**src/rtl/regfile_wb_arbiter.sv**
```systemverilog
// Writeback arbiter for two result producers feeding one register-file write
// port, plus a pending-write scoreboard used by issue for hazard detection.
//
// Handshake: a request is accepted in any cycle where reqN_valid and
// reqN_ready are both high at the rising clock edge. Ready is a combinational
// grant that depends on the valids. At most one ready is high per cycle, and
// neither is ever high while rst_n is low.
module regfile_wb_arbiter #(
    parameter int XLEN  = 32,
    parameter int NREGS = 32
) (
    input  logic            clk,
    input  logic            rst_n,
    input  logic            req0_valid,
    output logic            req0_ready,
    input  logic [4:0]      req0_rd,
    input  logic [XLEN-1:0] req0_data,
    input  logic            req1_valid,
    output logic            req1_ready,
    input  logic [4:0]      req1_rd,
    input  logic [XLEN-1:0] req1_data,
    input  logic            alloc_valid,
    input  logic [4:0]      alloc_rd,
    input  logic [4:0]      rs1,
    input  logic [4:0]      rs2,
    output logic            rs1_busy,
    output logic            rs2_busy,
    output logic            rf_we,
    output logic [4:0]      rf_waddr,
    output logic [XLEN-1:0] rf_wdata,
    output logic [31:0]     busy_vec
);

    // Requester that won the most recent accept. It resets to 1 so that
    // requester 0 wins the first contention.
    logic            last_grant;
    logic            acc0;
    logic            acc1;
    logic            acc_any;
    logic [4:0]      acc_rd;
    logic [XLEN-1:0] acc_data;
    logic [NREGS-1:0] busy_q;
    logic [NREGS-1:0] busy_d;

    // Round-robin grant: a lone requester always wins; on contention the
    // requester that did not win last time wins.
    always_comb begin
        req0_ready = 1'b0;
        req1_ready = 1'b0;
        if (rst_n) begin
            req0_ready = req0_valid && (!req1_valid || last_grant);
            req1_ready = req1_valid && (!req0_valid || !last_grant);
        end
    end

    assign acc0     = req0_valid && req0_ready;
    assign acc1     = req1_valid && req1_ready;
    assign acc_any  = acc0 || acc1;
    assign acc_rd   = acc1 ? req1_rd : req0_rd;
    assign acc_data = acc1 ? req1_data : req0_data;

    // Remember the winner of every accept, including writes to x0.
    always_ff @(posedge clk or negedge rst_n) begin
        if (!rst_n) begin
            last_grant <= 1'b1;
        end else if (acc_any) begin
            last_grant <= acc1;
        end
    end

    // Registered write port. An accept to x0 is consumed silently, and the
    // address and data hold whenever no write is issued.
    always_ff @(posedge clk or negedge rst_n) begin
        if (!rst_n) begin
            rf_we    <= 1'b0;
            rf_waddr <= 5'd0;
            rf_wdata <= '0;
        end else if (acc_any && (acc_rd != 5'd0)) begin
            rf_we    <= 1'b1;
            rf_waddr <= acc_rd;
            rf_wdata <= acc_data;
        end else begin
            rf_we    <= 1'b0;
        end
    end

    // Scoreboard next state: the clear is applied first so that a same-edge
    // alloc to the register being written leaves its bit set. Bit 0 is never set.
    always_comb begin
        busy_d = busy_q;
        if (rf_we) begin
            busy_d[rf_waddr] = 1'b0;
        end
        if (alloc_valid && (alloc_rd != 5'd0)) begin
            busy_d[alloc_rd] = 1'b1;
        end
        busy_d[0] = 1'b0;
    end

    // Scoreboard register.
    always_ff @(posedge clk or negedge rst_n) begin
        if (!rst_n) begin
            busy_q <= '0;
        end else begin
            busy_q <= busy_d;
        end
    end

    assign busy_vec = busy_q;
    assign rs1_busy = busy_q[rs1];
    assign rs2_busy = busy_q[rs2];

endmodule

```
**config.mk**
```make
export PLATFORM = sky130hd
export DESIGN_NAME = regfile_wb_arbiter
export DESIGN_NICKNAME = d
export VERILOG_FILES = /design/src/rtl/regfile_wb_arbiter.sv
export SDC_FILE = /design/constraint.sdc
export NUM_CORES = 1
export LEC_CHECK = 0
export BUFFER_PORTS_ARGS = -buffer_cell sky130_fd_sc_hd__buf_2
export CAP_MARGIN = 15
export CORE_UTILIZATION = 25
export DETAILED_ROUTE_END_ITERATION = 10
export HOLD_SLACK_MARGIN = 0.06
export REMOVE_ABC_BUFFERS = 1
export SKIP_CTS_REPAIR_TIMING = 1
export SLEW_MARGIN = 20
export SYNTH_ARGS = -nofsm -noshare
export SYNTH_HDL_FRONTEND = slang
export SYNTH_SLANG_ARGS = --single-unit
```
**constraint.sdc**
```tcl
create_clock -name clk -period 1.9 [get_ports clk]
set_input_delay 0.095 -clock clk [delete_from_list [all_inputs] [get_ports clk]]
set_output_delay 0.095 -clock clk [all_outputs]
set_load 0.05 [all_outputs]
```
Word level (Yosys, flattened, before mapping):

Cells that the tools add are included.

* bits in registers: 70
* latch bits: 0
* memory bits (writable): 0
* memory bits (read-only): 0
* bits of input ports: 94
* output and inout port bits: 74
* logic and storage cells: 45
* memories kept: 0

* $add $sub $neg: 0
* multipliers: 0
* divide/modulo/power cells: 0
* order comparisons: 6
* equality and inequality tests: 0
* shift-type cells: 0
* mux-type cells: 15
* bitwise logic cells: 3
* reductions and logical operators: 16

Operator list (count)
* 32-bit two-way mux: 3
* 32-bit bitwise AND: 1
* 32-bit NOT: 1
* 32-bit bitwise OR: 1
* 5-bit by 6-bit less-than comparator with 1-bit output (second input constant): 4
* 1-bit binary-select mux with 5-bit select: 2
* 1-bit demux with 5-bit select: 2
* 5-bit by 1-bit >= comparator with 1-bit output (second input constant): 2
* 5-bit nonzero test: 2
* 1-bit logical AND: 8
* 1-bit two-way mux: 7
* 5-bit two-way mux: 1
* 1-bit logical NOT: 3
* 1-bit logical OR: 3

Logic depth before layout (Yosys ltp):

Gate-level depths: netlist of run 1.

* word-level depth: 9
* mapped depth: 7
* gate-level depth less buffers: 6

Worst setup path before layout of run 1:

No wires, ideal clock.

* kind: flip-flop to output port
* start: reg busy_q[18] (netlist: busy_vec[18])
* end: out rs1_busy
* data arrival time: 1874 ps
* required time: 1805 ps
* setup slack: -69 ps
* stages on the path, launching flop included: 5
* path buffers: 0
* cells stage by stage: dfrtp_1 > mux4_1 > mux2i_1 > nor3b_1 > or3_1

* word-level cells in the longest chain between the ends: 2

RTL lines
* from (decl): RTL line 42 `logic [NREGS-1:0] busy_q;`
* from (signal assigned): RTL line 105 `busy_q <= busy_d;`
* 1-bit binary-select mux with 5-bit select: RTL line 110 `assign rs1_busy = busy_q[rs1];`
* 1-bit two-way mux (implied by the code): RTL line 110
* to (decl): RTL line 26 `output logic rs1_busy,`

No other way between the ends. The select of a mux whose other input is x is not followed.

Worst setup path in the final report of run 1:

* start: reg busy_q[4] (netlist: busy_vec[4])
* end: out rs1_busy

The elaborated chain is that of the path after synthesis.

==> impl_results.md, run 1 <==
* Ys Warns at 0
* DR pass1 iterations at 4
* Worst Path Required at 1800 ps
* Cell row count at 44
* Seq/Total Area, Yosys at 46.7%
* List of most frequent post-synthesis cells: 71 x nand2_1, 69 x dfrtp_1, 65 x o21ai_0
* Initial cell density of the core at 25.7%
* Failing checks: negative setup slack
* Htree depth at 3
* Worst setup EP type: output port
* Status: complete, but fails checks
* Crit path capture: rs1_busy
* Max_slew headroom at 41.1%
* Syn Std Cell Area at 0.00375 mm2
* Critical path startpoint category: flip-flop
* Flop-to-flop setup slack at 180 ps
* Clock Skews at 9.70 ps
* Final setup fails at 2
* LEAKAGE at 2.50 nW
* Netlist cell types at 39
* Setup_tns at -342 ps
* DP Area at 0.00473 mm2
* Non-Filler Instances at 826
* R2R Path Start: last_grant
* Dpl hpwl at 8520 um
* Flops & latches, synth at 70
* Post-synth EDFFs at 0
* Initial detailed-routing violation count at 198
* Critical path startpoint: busy_vec[4]
* Final ANT Viol Nets at 0
* Reg2Reg Depth at 6
* Final Worst Setup Slack at -175 ps
* Gpl congestion at 0.892
* Wire per inst at 15.0 um
* Root buffer cell: clkbuf_16
* Total Routing Usage GR at 15.1%
* Boundary pin count at 168
* R2r endpoint: rf_wdata[24]
* Slew Limit Fails at 0
* FMAX at 0.482 GHz
* Synthesized area per cell at 9.06 um2
* TritonCTS clock tree: built
* First-pass GRT wire length at 18600 um
* Ant diodes at 0
* Area Overhead vs Synth at 50.5%
* Fraction of layout cells with a size suffix above 1 at 31.3%
* Fin nets at 732
* Yosys top cell by area: dfrtp_1
* # DRC at 0
* Crit path DAT at 1980 ps
* Initial antenna violation count at 0
* Max Buffers Root-to-Sink at 2
* Placeable core area at 0.0146 mm2
* DR vias/cell at 4.94
* Post-Synthesis Cells at 414
* Fillers at 1443
* Post-synth top area share at 46.0%
* Final Cell Area at 0.00564 mm2
* Ys async rst share at 100%
* CP Max Fanout at 4
* Kind of critical path: flip-flop to output port
* Vias at 4082
* CTS clk-pin slew, worst paths at 60 ps
* Routed WL at 12400 um
* VDD IR-drop max at 0.450 mV
* Max-Cap Viols at 0
* Clock sinks at 70
* Worst-skew pair later-pin latency at 340 ps
* Worst Hold Class: primary input to flip-flop
* RSZ-0062 raised after global routing: yes
* Power Density at 1230 mW/mm2
* Fin crit share at 109%
* Area contributors post-synth: dfrtp_1 46%, o21ai_0 8.7%, nand2_1 7.1%, mux2i_1 6.7%, a31oi_1 5.3%
* Top FF cell, synth: dfrtp_1
* TritonCTS Buffers at 9
* Grt total ovfl at 0
* Most common cell in the netlist: nand2_1
* Port bufs at 166
* Die X at 124 um
* Worst slew pin tran at 883 ps
* Min Tclk post-route at 2070 ps
* Dpl cells at 747
* Die ar. at 0.0155 mm2
* Die height at 124 um
* Largest net degree at the start of global routing at 70
* Endpoints failing hold at 0
* Vias in the first global route at 3600
==> per-stage QoR <==
step	total power, mW	hold slack, ps	worst slack (ps)	utilization, %
floorplan	4.34	-201	-927	-
global placement	5.18	89.4	129	32.4
detailed placement	5.24	92.3	128	32.4
CTS	6.81	-280	-226	34.3
global route	7.28	62.5	-246	38.7
finish	6.92	33.1	-175	38.7
==> routing by layer <==
metal / vias up / GRT usage (%) / routed length [um]
li1: 1940 / - / -
met1: 1916 / 19.6 / 5470
met2: 207 / 23.5 / 5810
met3: 19 / 4.04 / 918
met4: 0 / 6.31 / 227
met5: - / 0 / 0
==> worst max-delay path, cell delays in order (launching register included) <==
cell and delay (ps):
dfrtp_1 420, mux4_2 460, mux2i_1 160, nor3_1 60, or3_1 380, buf_6 160
==> worst min path at each step <==
| stage | from | endpoint | slack [ps] | depth (start not counted) |
|---|---|---|---|---|
| 3_3_place_gp | rst_n | last_grant | 90 | 1 |
| 5_1_grt | req0_data[24] | rf_wdata[24] | 60 | 3 |
| 6_report | req1_data[30] | rf_wdata[30] | 30 | 3 |
| 3_5_place_dp | rst_n | last_grant | 90 | 1 |
| 2_1_floorplan | rst_n | busy_vec[10] | -200 | 0 |
| 4_1_cts | rst_n | last_grant | -280 | 1 |
==> cell type report <==
type                            count  area [um2]  area share [%]
Clock buffer                       10         239            4.23
Inverter                            5        18.8           0.333
Multi-Input combinational cell    316        1830            32.3
Clock inverter                      5        35.0           0.621
Tap cell                          184         230            4.08
Sequential cell                    70        1750            31.1
Timing Repair Buffer              236        1540            27.3
==> report_power, final <==
part	total (mW)	switching, mW	internal (mW)	leakage (nW)
clock network	1.55	0.634	0.912	0.135
registers	2.30	0.408	1.89	0.764
logic	3.08	2.19	0.889	1.61
total	6.92	3.23	3.69	2.50
==> cell usage in the layout, fill, tap and decap left out, drive strengths merged, types with 4 or more instances in the layout <==
master	n
nand3	14
dlygate4sd3	62
nor3	4
nand3b	9
o21ai	66
or3	5
inv	6
clkbuf	10
mux4	6
buf	174
nor2b	6
a21oi	9
nand2	71
nor2	38
a31oi	32
mux2i	25
dfrtp	69
a22oi	4
==> cell families (layout without fill, tap and decap cells) <==
group	count (synthesis)	count (layout)	synth area share, %
compound gates	124	124	18.9
buf+inv	28	256	4.40
flops	70	70	46.7
mux	31	31	10.5
other cells	1	1	0.100
simple gates	160	160	19.3
==> state kept, by name, indices dropped and copies added (netlist names) <==
signal,cells
rf_wdata,32
last_grant,1
rf_waddr,5
rf_we,1
busy_vec,31
Power figures use the tool's default switching activity.
==> run 2: changes to the inputs <==
GPL_TIMING_DRIVEN = 0   (was unset)
SKIP_CTS_REPAIR_TIMING = unset   (was 1)
==> impl_results.md, run 2 (synthesis results as in run 1) <==
* Status: complete, but fails checks
* Failing checks: negative setup slack
* Fraction of layout cells with a size suffix above 1 at 31.5%
* First-pass GRT wire length at 21100 um
* Initial cell density of the core at 25.7%
* TritonCTS clock tree: built
* CTS clk-pin slew, worst paths at 60 ps
* Net switching power figure at 3.28 mW
* Placeable core area at 0.0146 mm2
* Grt total ovfl at 0
* Die ar. at 0.0155 mm2
* Dpl cells at 743
* # DRC at 0
* Worst Hold Class: primary input to flip-flop
* Largest net degree at the start of global routing at 36
* Combinational power share at 44.2%
* Max Buffers Root-to-Sink at 2
* R2R Path Start: last_grant
* Clock sinks at 70
* Fin nets at 739
* VDD IR-drop max at 0.554 mV
* Die height at 124 um
* Area Overhead vs Synth at 55.4%
* RSZ-0062 raised after global routing: yes
* Largest Register: rf_wdata
* Crit path cell chain: mux4_2 -> mux2i_1 -> nor3_1 -> or3_1 -> buf_6
* Non-Filler Instances at 834
* Root buffer cell: clkbuf_16
* Sequential Power Share at 32.7%
* Gpl congestion at 0.842
* Max-Cap Viols at 0
* Setup_tns at -353 ps
* Worst Path Required at 1800 ps
* Worst-skew pair later-pin latency at 340 ps
* Sw frac at 46.5%
* Fin crit share at 110%
* Vias at 4249
* Initial detailed-routing violation count at 237
* Vias in the first global route at 4169
* Clock power share at 23.1%
* LEAKAGE at 2.57 nW
* Crit path DAT at 1990 ps
* Worst path slowest cell: mux4_2
* Endpoints failing hold at 0
* CP Max Fanout at 4
* Boundary pin count at 168
* Final Worst Setup Slack at -187 ps
* Critical path startpoint category: flip-flop
* Power Density at 1210 mW/mm2
* Kind of critical path: flip-flop to output port
* Critical path startpoint: busy_vec[7]
* Final Cell Area at 0.00583 mm2
* Final setup fails at 2
* Crit path largest cell delay at 490 ps
* Final hold slack at 94.2 ps
* Die X at 124 um
* Clock Skews at 11.4 ps
* Min Tclk post-route at 2090 ps
* Commonest non-fill, non-tap cell in the layout: buf_2
* Initial antenna violation count at 0
* Total Routing Usage GR at 17.3%
* DR pass1 iterations at 4
* DP Area at 0.00472 mm2
* Slew Limit Fails at 0
* Routed WL at 13800 um
* DR vias/cell at 5.09
* Cell row count at 44
* Final ANT Viol Nets at 0
* Worst setup EP type: output port
* Port bufs at 166
* TritonCTS Buffers at 9
* Power Total at 7.04 mW
* Max reg flops at 32
* Wire per inst at 16.5 um
* HP Start: req1_rd[0]
* Most frequent cells in the layout: 163 x buf_2, 71 x nand2_1, 69 x dfrtp_1, 67 x dlygate4sd3_1, 65 x o21ai_0
* Ant diodes at 0
* Dpl hpwl at 8480 um
* Htree depth at 3
* FMAX at 0.479 GHz
* Pint at 3.76 mW
==> run 2: final timing paths <==
path	slack, ps	end	cells past startpoint
max in group asynchronous	1040	busy_vec[8]	3
setup reg to reg	110	rf_wdata[13]	6
setup / recovery	-190	rs2_busy	5
min in group asynchronous	630	last_grant	2
hold / removal	90	rf_waddr[0]	3
hold reg to reg	540	rf_wdata[31]	2
==> run 2: repair_timing <==
| action | in CTS | in global routing |
|---|---|---|
| gates resized for setup | 8 | 5 |
| setup buffers | 2 | 2 |
| hold endpoints to repair | 68 | 0 |
| pin swaps | 3 | 3 |
| cloned | 1 | 2 |
| hold buffers | 68 | 0 |
| endpoints found under the setup margin | 9 | 37 |
==> run 2: layout make-up <==
class	count	area (um2)
well taps	184	230
fillers	1408	8760
inverters	5	23.8
repair buffers	240	1620
clock buffers	11	253
multi-input cells	319	1910
flip-flops and latches	70	1750
clock inverters	5	40.0
==> run 2: metrics by stage <==
step | worst slack, ps | util [%]
2_1_floorplan | -927 | -
3_3_place_gp | -2110 | 32.0
3_5_place_dp | -175 | 32.3
4_1_cts | -220 | 39.4
5_1_grt | -287 | 39.9
6_report | -187 | 39.9
==> run 2: worst max-delay path, delay by kind of cell (launching register included) <==
| family | cells | cell delay, ps |
|---|---|---|
| mux | 2 | 650 |
| simple gates | 2 | 420 |
| flops | 1 | 420 |
| buf+inv | 1 | 170 |
==> run 2: metal layers <==
metal  GRT usage, %  vias up  wire length [um]
li1               -     1969                 -
met1           20.2     2039              5840
met2           29.1      210              6550
met3           4.34       31               988
met4           9.00        0               425
met5              0        -                 0
==> run 2: power groups by stage <==
stage               combinational, mW  sequential (mW)  clock (mW)
floorplan                       0.756             3.58           0
global route                     3.30             2.37        1.74
detailed placement               2.92             2.32           0
CTS                              3.09             2.30        1.68
finish                           3.11             2.30        1.63
global placement                 2.88             2.29           0
==> run 3: changes to the inputs <==
TNS_END_PERCENT = 20   (was unset)
==> impl_results.md, run 3 (synthesis results as in run 1) <==
* Most frequent cells in the layout: 163 x buf_2, 71 x nand2_1, 69 x dfrtp_1, 67 x dlygate4sd3_1, 65 x o21ai_0
* Root buffer cell: clkbuf_16
* Die ar. at 0.0155 mm2
* Worst Hold Class: primary input to flip-flop
* Routed WL at 13700 um
* # DRC at 0
* DR pass1 iterations at 5
* Cell row count at 44
* Crit path DAT at 1990 ps
* Largest net degree at the start of global routing at 67
* Initial antenna violation count at 0
* Die X at 124 um
* Final setup fails at 2
* Worst-skew pair later-pin latency at 340 ps
* CP Max Fanout at 4
* Area Overhead vs Synth at 56.1%
* Initial detailed-routing violation count at 288
* Final core utilization at 40.1%
* Slew Limit Fails at 0
* Grt peak-use layer: met2
* Status: complete, but fails checks
* Port bufs at 166
* Fraction of layout cells with a size suffix above 1 at 32.1%
* Failing checks: negative setup slack
* Max-Cap Viols at 0
* Boundary pin count at 168
* Largest Register: rf_wdata
* Initial cell density of the core at 25.7%
* VDD IR-drop max at 0.554 mV
* Worst Path Required at 1800 ps
* First-pass GRT wire length at 20400 um
* Vias at 4281
* Min Tclk post-route at 2080 ps
* Max reg flops at 32
* Gpl congestion at 0.842
* Setup_tns at -347 ps
* Critical path startpoint category: flip-flop
* Fillers at 1395
* Final Worst Setup Slack at -180 ps
* Met3 GRT Util at 3.95%
* RSZ-0062 raised after global routing: yes
* Vias in the first global route at 4110
* Htree depth at 3
* Total Routing Usage GR at 16.5%
* Clock sinks at 70
* Commonest non-fill, non-tap cell in the layout: buf_2
* Worst setup EP type: output port
* DR vias/cell at 5.11
* Ant diodes at 0
* Dpl hpwl at 8480 um
* Die height at 124 um
* Grt total ovfl at 0
* CTS clk-pin slew, worst paths at 60 ps
* FMAX at 0.481 GHz
* Power Density at 1200 mW/mm2
* TritonCTS clock tree: built
* Wire per inst at 16.4 um
* Power Total at 7.05 mW
* LEAKAGE at 2.58 nW
* Kind of critical path: flip-flop to output port
* Clock Skews at 11.1 ps
* Placeable core area at 0.0146 mm2
* Fin nets at 743
* Endpoints failing hold at 0
* Met2 GRT Util at 27.6%
* Max Buffers Root-to-Sink at 2
* Met1 usage at 19.6%
* Fin crit share at 109%
* Final ANT Viol Nets at 0
* TritonCTS Buffers at 9
-- run 3: changes by cell type in the layout (fill, tap and decap cells not counted), sizes merged --
cell,delta
buf,+4
-- run 3: critical path: stages, from the launching register on --
cell	delay, ps
dfrtp_1	430
mux4_2	480
mux2i_1	160
nor3_1	60
or3_1	360
buf_6	170
-- run 3: power by group --
group / leakage, nW / switching, mW / internal [mW]
registers: 0.764 / 0.421 / 1.89
clock network: 0.135 / 0.662 / 0.963
logic: 1.68 / 2.20 / 0.916
total: 2.58 / 3.28 / 3.77
-- run 3: through the flow --
step                      area (um2)  setup slack, ps  hold WS (ps)  cells
after floorplan                 3600             -927          -201    391
after global placement          4670            -2110           348    741
after detailed placement        4720             -175           113    743
after CTS                       5740             -220          67.8    829
after global routing            5850             -287           102    838
final                           5850             -180          88.1    838
-- run 3: final timing paths --
kind	startpoint	to	slack [ps]	cells after the start
min in group asynchronous	rst_n	last_grant	330	2
max reg2reg	last_grant	rf_wdata[13]	140	5
min reg2reg	rf_wdata[31]	rf_wdata[31]	540	2
max in group asynchronous	rst_n	busy_vec[8]	1360	3
min	req1_rd[4]	rf_waddr[4]	90	3
max	busy_vec[4]	rs2_busy	-180	5
-- run 3: layer usage --
metal | vias to the layer above | routed length, um
li1 | 1976 | -
met1 | 2037 | 5830
met2 | 233 | 6420
met3 | 35 | 1060
met4 | 0 | 423
met5 | - | 0
-- run 3: area by class of cell --
| cell class | instances | area (um2) | share of cell area [%] |
|---|---|---|---|
| multi-input cells | 319 | 1910 | 32.6 |
| flip-flops and latches | 70 | 1750 | 29.9 |
| repair buffers | 244 | 1640 | 28.1 |
| clock buffers | 11 | 253 | 4.32 |
| well taps | 184 | 230 | 3.93 |
| clock inverters | 5 | 40.0 | 0.684 |
| inverters | 5 | 26.3 | 0.449 |
-- run 3: repair_timing --
item / in CTS / in global routing
resized for setup: 10 / 7
pin swaps: 2 / 3
setup buffers: 2 / 6
hold endpoints to repair: 68 / 0
hold buffers: 68 / 0
setup endpoints to repair: 9 / 38
cloned: 0 / 3
